`src/rtl/riscv_pkg.sv`:
```
// ---------------------------------------------------------------------------
// riscv_pkg
//   Shared constants and types for the RV32I load path.
//   - OPC_LOAD           : major opcode for all integer loads
//   - F3_*               : funct3 encodings of the five legal load widths
//   - ld_state_t         : load_sequencer FSM states
//   - f3_is_legal()      : true for the five legal load funct3 values
//   - f3_last_byte()     : index of the final byte lane for a load width
// ---------------------------------------------------------------------------
package riscv_pkg;

  localparam logic [6:0] OPC_LOAD = 7'b0000011;

  localparam logic [2:0] F3_LB  = 3'b000;
  localparam logic [2:0] F3_LH  = 3'b001;
  localparam logic [2:0] F3_LW  = 3'b010;
  localparam logic [2:0] F3_LBU = 3'b100;
  localparam logic [2:0] F3_LHU = 3'b101;

  typedef enum logic [1:0] {
    IDLE  = 2'd0,
    CHECK = 2'd1,
    REQ   = 2'd2,
    DONE  = 2'd3
  } ld_state_t;

  function automatic logic f3_is_legal(input logic [2:0] f3);
    return (f3 == F3_LB) || (f3 == F3_LH) || (f3 == F3_LW) ||
           (f3 == F3_LBU) || (f3 == F3_LHU);
  endfunction

  // Byte lanes are filled 0..N-1; this returns N-1 for the access width.
  function automatic logic [1:0] f3_last_byte(input logic [2:0] f3);
    logic [1:0] last;
    case (f3)
      F3_LH, F3_LHU: last = 2'd1;
      F3_LW:         last = 2'd3;
      default:       last = 2'd0;
    endcase
    return last;
  endfunction

endpackage

```
`src/rtl/load_extend.sv`:
```
// ---------------------------------------------------------------------------
// load_extend
//   Combinational width/sign adjustment of an assembled little-endian load.
//   Ports:
//     funct3  in   3     load width/sign selector (LB/LH/LW/LBU/LHU)
//     raw     in   32    assembled bytes, lane 0 in raw[7:0]
//     data    out  XLEN  sign- or zero-extended result
// ---------------------------------------------------------------------------
module load_extend
  import riscv_pkg::*;
#(
  parameter int XLEN = 32
) (
  input  logic [2:0]      funct3,
  input  logic [31:0]     raw,
  output logic [XLEN-1:0] data
);

  // A size cast of a signed operand sign-extends; of an unsigned one, zero-extends.
  always_comb begin
    data = '0;
    case (funct3)
      F3_LB:   data = XLEN'($signed(raw[7:0]));
      F3_LH:   data = XLEN'($signed(raw[15:0]));
      F3_LW:   data = XLEN'($signed(raw));
      F3_LBU:  data = XLEN'(raw[7:0]);
      F3_LHU:  data = XLEN'(raw[15:0]);
      default: data = '0;
    endcase
  end

endmodule

```
`src/rtl/load_sequencer.sv`:
```
// ---------------------------------------------------------------------------
// load_sequencer
//   Multi-cycle RV32I load controller over a byte-wide memory port.
//   Accepts a decoded load, validates opcode/funct3/alignment, issues 1/2/4
//   little-endian byte reads, then presents an extended result for write-back.
//   Ports:
//     clk, rst              clock / synchronous active-high reset
//     ld_valid, ld_ready    core-side request handshake (ready only in IDLE)
//     op_code, funct3,
//     addr, rd              request fields, sampled on the accept cycle only
//     mem_req, mem_addr     byte read request, held until mem_ack
//     mem_ack, mem_rdata    read byte return
//     wb_valid              one-cycle write-back strobe
//     wb_rd, wb_data        write-back target/value, held until next DONE
//     wb_err                failed request (wb_data=0), with wb_valid
// ---------------------------------------------------------------------------
module load_sequencer
  import riscv_pkg::*;
#(
  parameter int XLEN    = 32,
  parameter int ADDR_W  = 32,
  parameter int TIMEOUT = 16
) (
  input  logic              clk,
  input  logic              rst,
  input  logic              ld_valid,
  output logic              ld_ready,
  input  logic [6:0]        op_code,
  input  logic [2:0]        funct3,
  input  logic [ADDR_W-1:0] addr,
  input  logic [4:0]        rd,
  output logic              mem_req,
  output logic [ADDR_W-1:0] mem_addr,
  input  logic              mem_ack,
  input  logic [7:0]        mem_rdata,
  output logic              wb_valid,
  output logic [4:0]        wb_rd,
  output logic [XLEN-1:0]   wb_data,
  output logic              wb_err
);

  localparam int CNT_W = (TIMEOUT > 2) ? $clog2(TIMEOUT) : 1;
  localparam logic [CNT_W-1:0] WAIT_LAST = CNT_W'(TIMEOUT - 1);

  ld_state_t         state_q, state_d;
  logic [6:0]        op_q;
  logic [2:0]        f3_q;
  logic [ADDR_W-1:0] addr_q;     // doubles as the running byte address
  logic [4:0]        rd_q;
  logic [1:0]        idx_q;      // byte lane being fetched
  logic [CNT_W-1:0]  wait_q;     // cycles spent waiting on the current byte
  logic [31:0]       raw_q, raw_d;
  logic [XLEN-1:0]   wb_data_q;
  logic [4:0]        wb_rd_q;
  logic              wb_err_q;

  logic              check_err;
  logic              misaligned;
  logic              last_byte;
  logic              timed_out;
  logic [XLEN-1:0]   ext_data;

  // Validation runs on the latched request so later input changes cannot leak in.
  always_comb begin
    misaligned = 1'b0;
    if ((f3_q == F3_LH || f3_q == F3_LHU) && addr_q[0])
      misaligned = 1'b1;
    if (f3_q == F3_LW && addr_q[1:0] != 2'b00)
      misaligned = 1'b1;
  end

  assign check_err = (op_q != OPC_LOAD) || !f3_is_legal(f3_q) || misaligned;
  assign last_byte = (idx_q == f3_last_byte(f3_q));
  assign timed_out = !mem_ack && (wait_q == WAIT_LAST);

  // Merge the arriving byte into its lane; the extender sees the completed
  // word in the same cycle the final byte is acknowledged.
  always_comb begin
    raw_d = raw_q;
    if (state_q == REQ && mem_ack)
      raw_d[{idx_q, 3'b000} +: 8] = mem_rdata;
  end

  load_extend #(
    .XLEN (XLEN)
  ) u_extend (
    .funct3 (f3_q),
    .raw    (raw_d),
    .data   (ext_data)
  );

  always_comb begin
    state_d = state_q;
    case (state_q)
      IDLE:  if (ld_valid) state_d = CHECK;
      CHECK: state_d = check_err ? DONE : REQ;
      REQ: begin
        if (mem_ack && last_byte) state_d = DONE;
        else if (timed_out)       state_d = DONE;
      end
      DONE:  state_d = IDLE;
      default: state_d = IDLE;
    endcase
  end

  always_ff @(posedge clk) begin
    if (rst) begin
      state_q   <= IDLE;
      op_q      <= '0;
      f3_q      <= '0;
      addr_q    <= '0;
      rd_q      <= '0;
      idx_q     <= '0;
      wait_q    <= '0;
      raw_q     <= '0;
      wb_data_q <= '0;
      wb_rd_q   <= '0;
      wb_err_q  <= 1'b0;
    end else begin
      state_q <= state_d;
      case (state_q)
        IDLE: begin
          if (ld_valid) begin
            op_q   <= op_code;
            f3_q   <= funct3;
            addr_q <= addr;
            rd_q   <= rd;
            idx_q  <= '0;
            wait_q <= '0;
            raw_q  <= '0;
          end
        end
        CHECK: begin
          if (check_err) begin
            wb_data_q <= '0;
            wb_rd_q   <= rd_q;
            wb_err_q  <= 1'b1;
          end
        end
        REQ: begin
          raw_q <= raw_d;
          if (mem_ack) begin
            wait_q <= '0;
            idx_q  <= idx_q + 2'd1;
            if (last_byte) begin
              wb_data_q <= ext_data;
              wb_rd_q   <= rd_q;
              wb_err_q  <= 1'b0;
            end else begin
              addr_q <= addr_q + ADDR_W'(1);
            end
          end else if (timed_out) begin
            wb_data_q <= '0;
            wb_rd_q   <= rd_q;
            wb_err_q  <= 1'b1;
          end else begin
            wait_q <= wait_q + CNT_W'(1);
          end
        end
        default: ;
      endcase
    end
  end

  assign ld_ready = (state_q == IDLE);
  assign mem_req  = (state_q == REQ);
  assign mem_addr = addr_q;
  assign wb_valid = (state_q == DONE);
  assign wb_rd    = wb_rd_q;
  assign wb_data  = wb_data_q;
  assign wb_err   = wb_err_q && (state_q == DONE);

endmodule

```
`config.mk`:
```
export PLATFORM = sky130hd
export DESIGN_NAME = load_sequencer
export DESIGN_NICKNAME = d
export VERILOG_FILES = /design/src/rtl/riscv_pkg.sv /design/src/rtl/load_extend.sv /design/src/rtl/load_sequencer.sv
export SDC_FILE = /design/constraint.sdc
export NUM_CORES = 1
export LEC_CHECK = 0
export CAP_MARGIN = 20
export CELL_PAD_IN_SITES_DETAIL_PLACEMENT = 0
export CELL_PAD_IN_SITES_GLOBAL_PLACEMENT = 1
export CORE_UTILIZATION = 42
export CTS_BUF_LIST = sky130_fd_sc_hd__clkbuf_4 sky130_fd_sc_hd__clkbuf_8
export CTS_CLUSTER_SIZE = 20
export DETAILED_ROUTE_END_ITERATION = 10
export GPL_ROUTABILITY_DRIVEN = 0
export PLACE_DENSITY = 0.95
export SKIP_CTS_REPAIR_TIMING = 1
export SKIP_LAST_GASP = 1
export SLEW_MARGIN = 30
export SYNTH_ARGS = -nofsm -noshare
export SYNTH_HDL_FRONTEND = slang
export SYNTH_SLANG_ARGS = --single-unit
```
`constraint.sdc`:
```
create_clock -name clk -period 3.89 [get_ports clk]
set_input_delay 0.778 -clock clk [delete_from_list [all_inputs] [get_ports clk]]
set_output_delay 0.778 -clock clk [all_outputs]
set_load 0.005 [all_outputs]
```
==> impl_metrics.env <==
export IMPL_critPathArrivalTime_ns=2.11
export IMPL_path_clk_slew_ns=0.07
export IMPL_place_area_mm2=0.007711
export IMPL_whs_ns=0.4524
export IMPL_yosysTopAreaCell="dfxtp_1"
export IMPL_synth_top_family_by_area="compound AO/OA/AOI/OAI gates"
export IMPL_dp_hpwl_mm=12.08
export IMPL_relSlewSlack_pct=42.31
export IMPL_clock_fmax_mhz=346.8
export IMPL_firstDrtPassIters=5
export IMPL_crit_chain="inv_1 -> ha_2 -> clkdlybuf4s50_1"
export IMPL_synth_cells=790
export IMPL_fin_ws_ns=1.007
export IMPL_finalCritPeriodShare_pct=74.12
export IMPL_syn_num_nets=861
export IMPL_clock_latency_ns=0.46
export IMPL_worst_pin_slew_ns=0.8588
export IMPL_initial_utilization_pct=43.19
export IMPL_synth_simple_gate_area_share_pct=24.76
export IMPL_drt_iter0_drc=570
export IMPL_tns_ns=0
export IMPL_finalSetupViolations=0
export IMPL_end_kind="output port"
export IMPL_synth_compound_area_share_pct=26.57
export IMPL_clock_sinks=125
export IMPL_synth_area_leaders="dfxtp_1, a21oi_1, nand2_1, a22oi_1, nor2_1"
export IMPL_criticalPathCategory="reg -> out"
export IMPL_period_needed_ns=2.883
export IMPL_syn_area_mm2=0.006301
export IMPL_ant_nets=0
export IMPL_min_path_cells=2
export IMPL_slew_violations=0
export IMPL_p_per_area_mw_per_mm2=614.8
export IMPL_h_tree_depth=4
export IMPL_synth_seq_cells=125
export IMPL_die_h_um=124.5
export IMPL_async_reset_ff_share_pct=0
export IMPL_tritoncts="done"
export IMPL_die_area_mm2=0.01550
export IMPL_finalNetCount=970
export IMPL_cts_buffers_inserted=17
export IMPL_leakage_nw=2.748
export IMPL_ir_drop_v=0.0003370
export IMPL_via_per_inst=5.612
export IMPL_post_place_ws_ns=0.7665
export IMPL_synthAdderAreaFrac_pct=2.383
export IMPL_drc=0
export IMPL_critPathMaxStageDelay_ns=0.62
export IMPL_pin_count=132
export IMPL_wire_per_inst_um=16.23
export IMPL_rows=44
export IMPL_synthFlopType="dfxtp_1"
export IMPL_rrSetupSlack_ns=1.02
export IMPL_num_vias=6151
export IMPL_diodes=0
export IMPL_min_from="wb_data[12]"
export IMPL_grt_pass1_vias=5635
export IMPL_antenna_found_initial=0
export IMPL_hold_viol_final=0
export IMPL_clock_skew_ns=0.01216
export IMPL_min_delay_path_class="reg -> reg"
export IMPL_holdPathEnd="wb_data[12]"
export IMPL_yosysUniqueCellTypes=62
export IMPL_place_inst=1064
export IMPL_status="complete, no violations"
export IMPL_synth_warnings=0
export IMPL_rsz0062_at_grt="no"
export IMPL_clk_path_buf_depth=2
export IMPL_grt_max_degree=51
export IMPL_groute_usage_overall_pct=23.23
export IMPL_grt_first_pass_wirelength_mm=29.21
export IMPL_synth_edff_count=0
export IMPL_root_buffer="clkbuf_8"
export IMPL_area_growth_pct=28.59
export IMPL_required_ns=3.11
export IMPL_port_buffer_count=131
export IMPL_worst_path_max_fanout=29
export IMPL_fin_area_mm2=0.008103
export IMPL_rr_worst_depth=7
export IMPL_reg2reg_from="state_q[0]"
export IMPL_synth_area_per_cell_um2=7.976
export IMPL_r2r_end="wb_data[17]"
export IMPL_synth_xor_area_share_pct=0.4170
export IMPL_startpoint_type="flop"
export IMPL_synth_most_common_cell="dfxtp_1"
export IMPL_slowest_stage="clkdlybuf4s50_1"
export IMPL_fin_cells=1096
export IMPL_fp_coreArea_mm2=0.01459
export IMPL_die_x_um=124.5
export IMPL_yosys_top_cells_count="dfxtp_1, nand2_1, a21oi_1, nor2_1, o21ai_0"
export IMPL_maxCapViolCount=0
export IMPL_yosysTopAreaCellShare_pct=39.71
export IMPL_gr_total_overflow=0
export IMPL_seq_area_frac_synth_pct=39.71
export IMPL_synth_mux_area_share_pct=1.311
export IMPL_drive_gt1_share_pct=7.785
export IMPL_routed_wl_mm=17.79
report_power, final:
group / leakage [nW] / internal, mW / switching [mW]
clock network: 0.187 / 0.582 / 0.547
registers: 1.02 / 1.49 / 0.253
logic: 1.54 / 0.899 / 1.21
total: 2.75 / 2.98 / 2.00
registers in the layout, indices dropped and copies added (netlist names):
name      flops
f3_q          3
idx_q         2
mem_addr     32
op_q          7
raw_q        32
rd_q          5
state_q       2
wait_q        4
wb_data      32
wb_err_q      1
wb_rd         5
cell families (layout without fill, tap and decap cells):
family	Yosys count	count (layout)
fa+ha+maj	12	12
simple gates	314	314
xor+xnor	3	3
mux	8	8
compound gates	261	261
buf+inv	67	189
flops	125	125
worst max-delay path, delay by kind of cell, from the launching register on:
kind       cells  cell delay (ns)
flops          1             0.35
fa+ha+maj      1             0.57
buf+inv        2             0.73
layout by cell type, fill, tap and decap left out, types with 3 or more instances in the layout:
cell	Yosys	final
dfxtp_1	125	125
nor2_1	66	66
nor2b_1	6	6
a211oi_1	14	14
nor4_1	4	4
a211oi_2	8	8
o2bb2ai_1	3	3
clkbuf_8	0	18
clkinv_2	0	4
ha_1	12	11
a21oi_1	94	93
clkinvlp_4	0	5
and2_1	8	8
or3_1	3	3
nand4_1	7	7
and4b_1	5	5
nand3_1	33	33
nand2_1	112	112
and3_1	14	14
nand2b_1	15	15
a32oi_1	3	3
nand3b_1	8	8
clkdlybuf4s50_1	0	130
a22o_1	16	16
a22oi_1	34	34
mux2i_1	6	6
buf_4	2	16
o21ai_0	40	40
o22ai_1	8	8
o32ai_1	7	7
a21o_1	3	3
inv_1	10	10
nor3_1	15	15
o21ai_1	17	17
worst max path at each step:
stage	from	end	slack, ns
floorplan	mem_ack	raw_q[16]	1.65
CTS	state_q[0]	mem_req	0.98
global route	state_q[0]	wb_data[17]	0.72
finish	state_q[0]	mem_req	1.01
detailed placement	mem_ack	raw_q[16]	0.77
global placement	mem_ack	raw_q[21]	0.83
layout make-up:
cell class / count / area (µm²)
Sequential cell: 125 / 2502
Clock inverter: 14 / 143.9
Inverter: 10 / 37.54
Fill cell: 1355 / 6486
Tap cell: 184 / 230.2
Timing Repair Buffer: 147 / 1441
Multi-Input combinational cell: 598 / 3500
Clock buffer: 18 / 247.7
metrics by stage:
step           power (mW)  util [%]
5_1_grt             5.301     55.54
3_3_place_gp        3.835     52.86
2_1_floorplan       3.073         -
6_report            4.982     55.54
4_1_cts             5.000     55.54
3_5_place_dp        3.853     52.86
metal layers:
layer / routed length [µm] / vias to the layer above / part of all wire [%] / GRT usage (%)
met5: 0 / - / 0 / 0
met4: 296 / 0 / 1.7 / 8.788
met3: 934 / 25 / 5.3 / 4.167
met2: 7936 / 201 / 45 / 35.16
met1: 8619 / 2851 / 48 / 32.70
li1: - / 3074 / - / -
No activity file was read; power rests on OpenSTA's default activity.
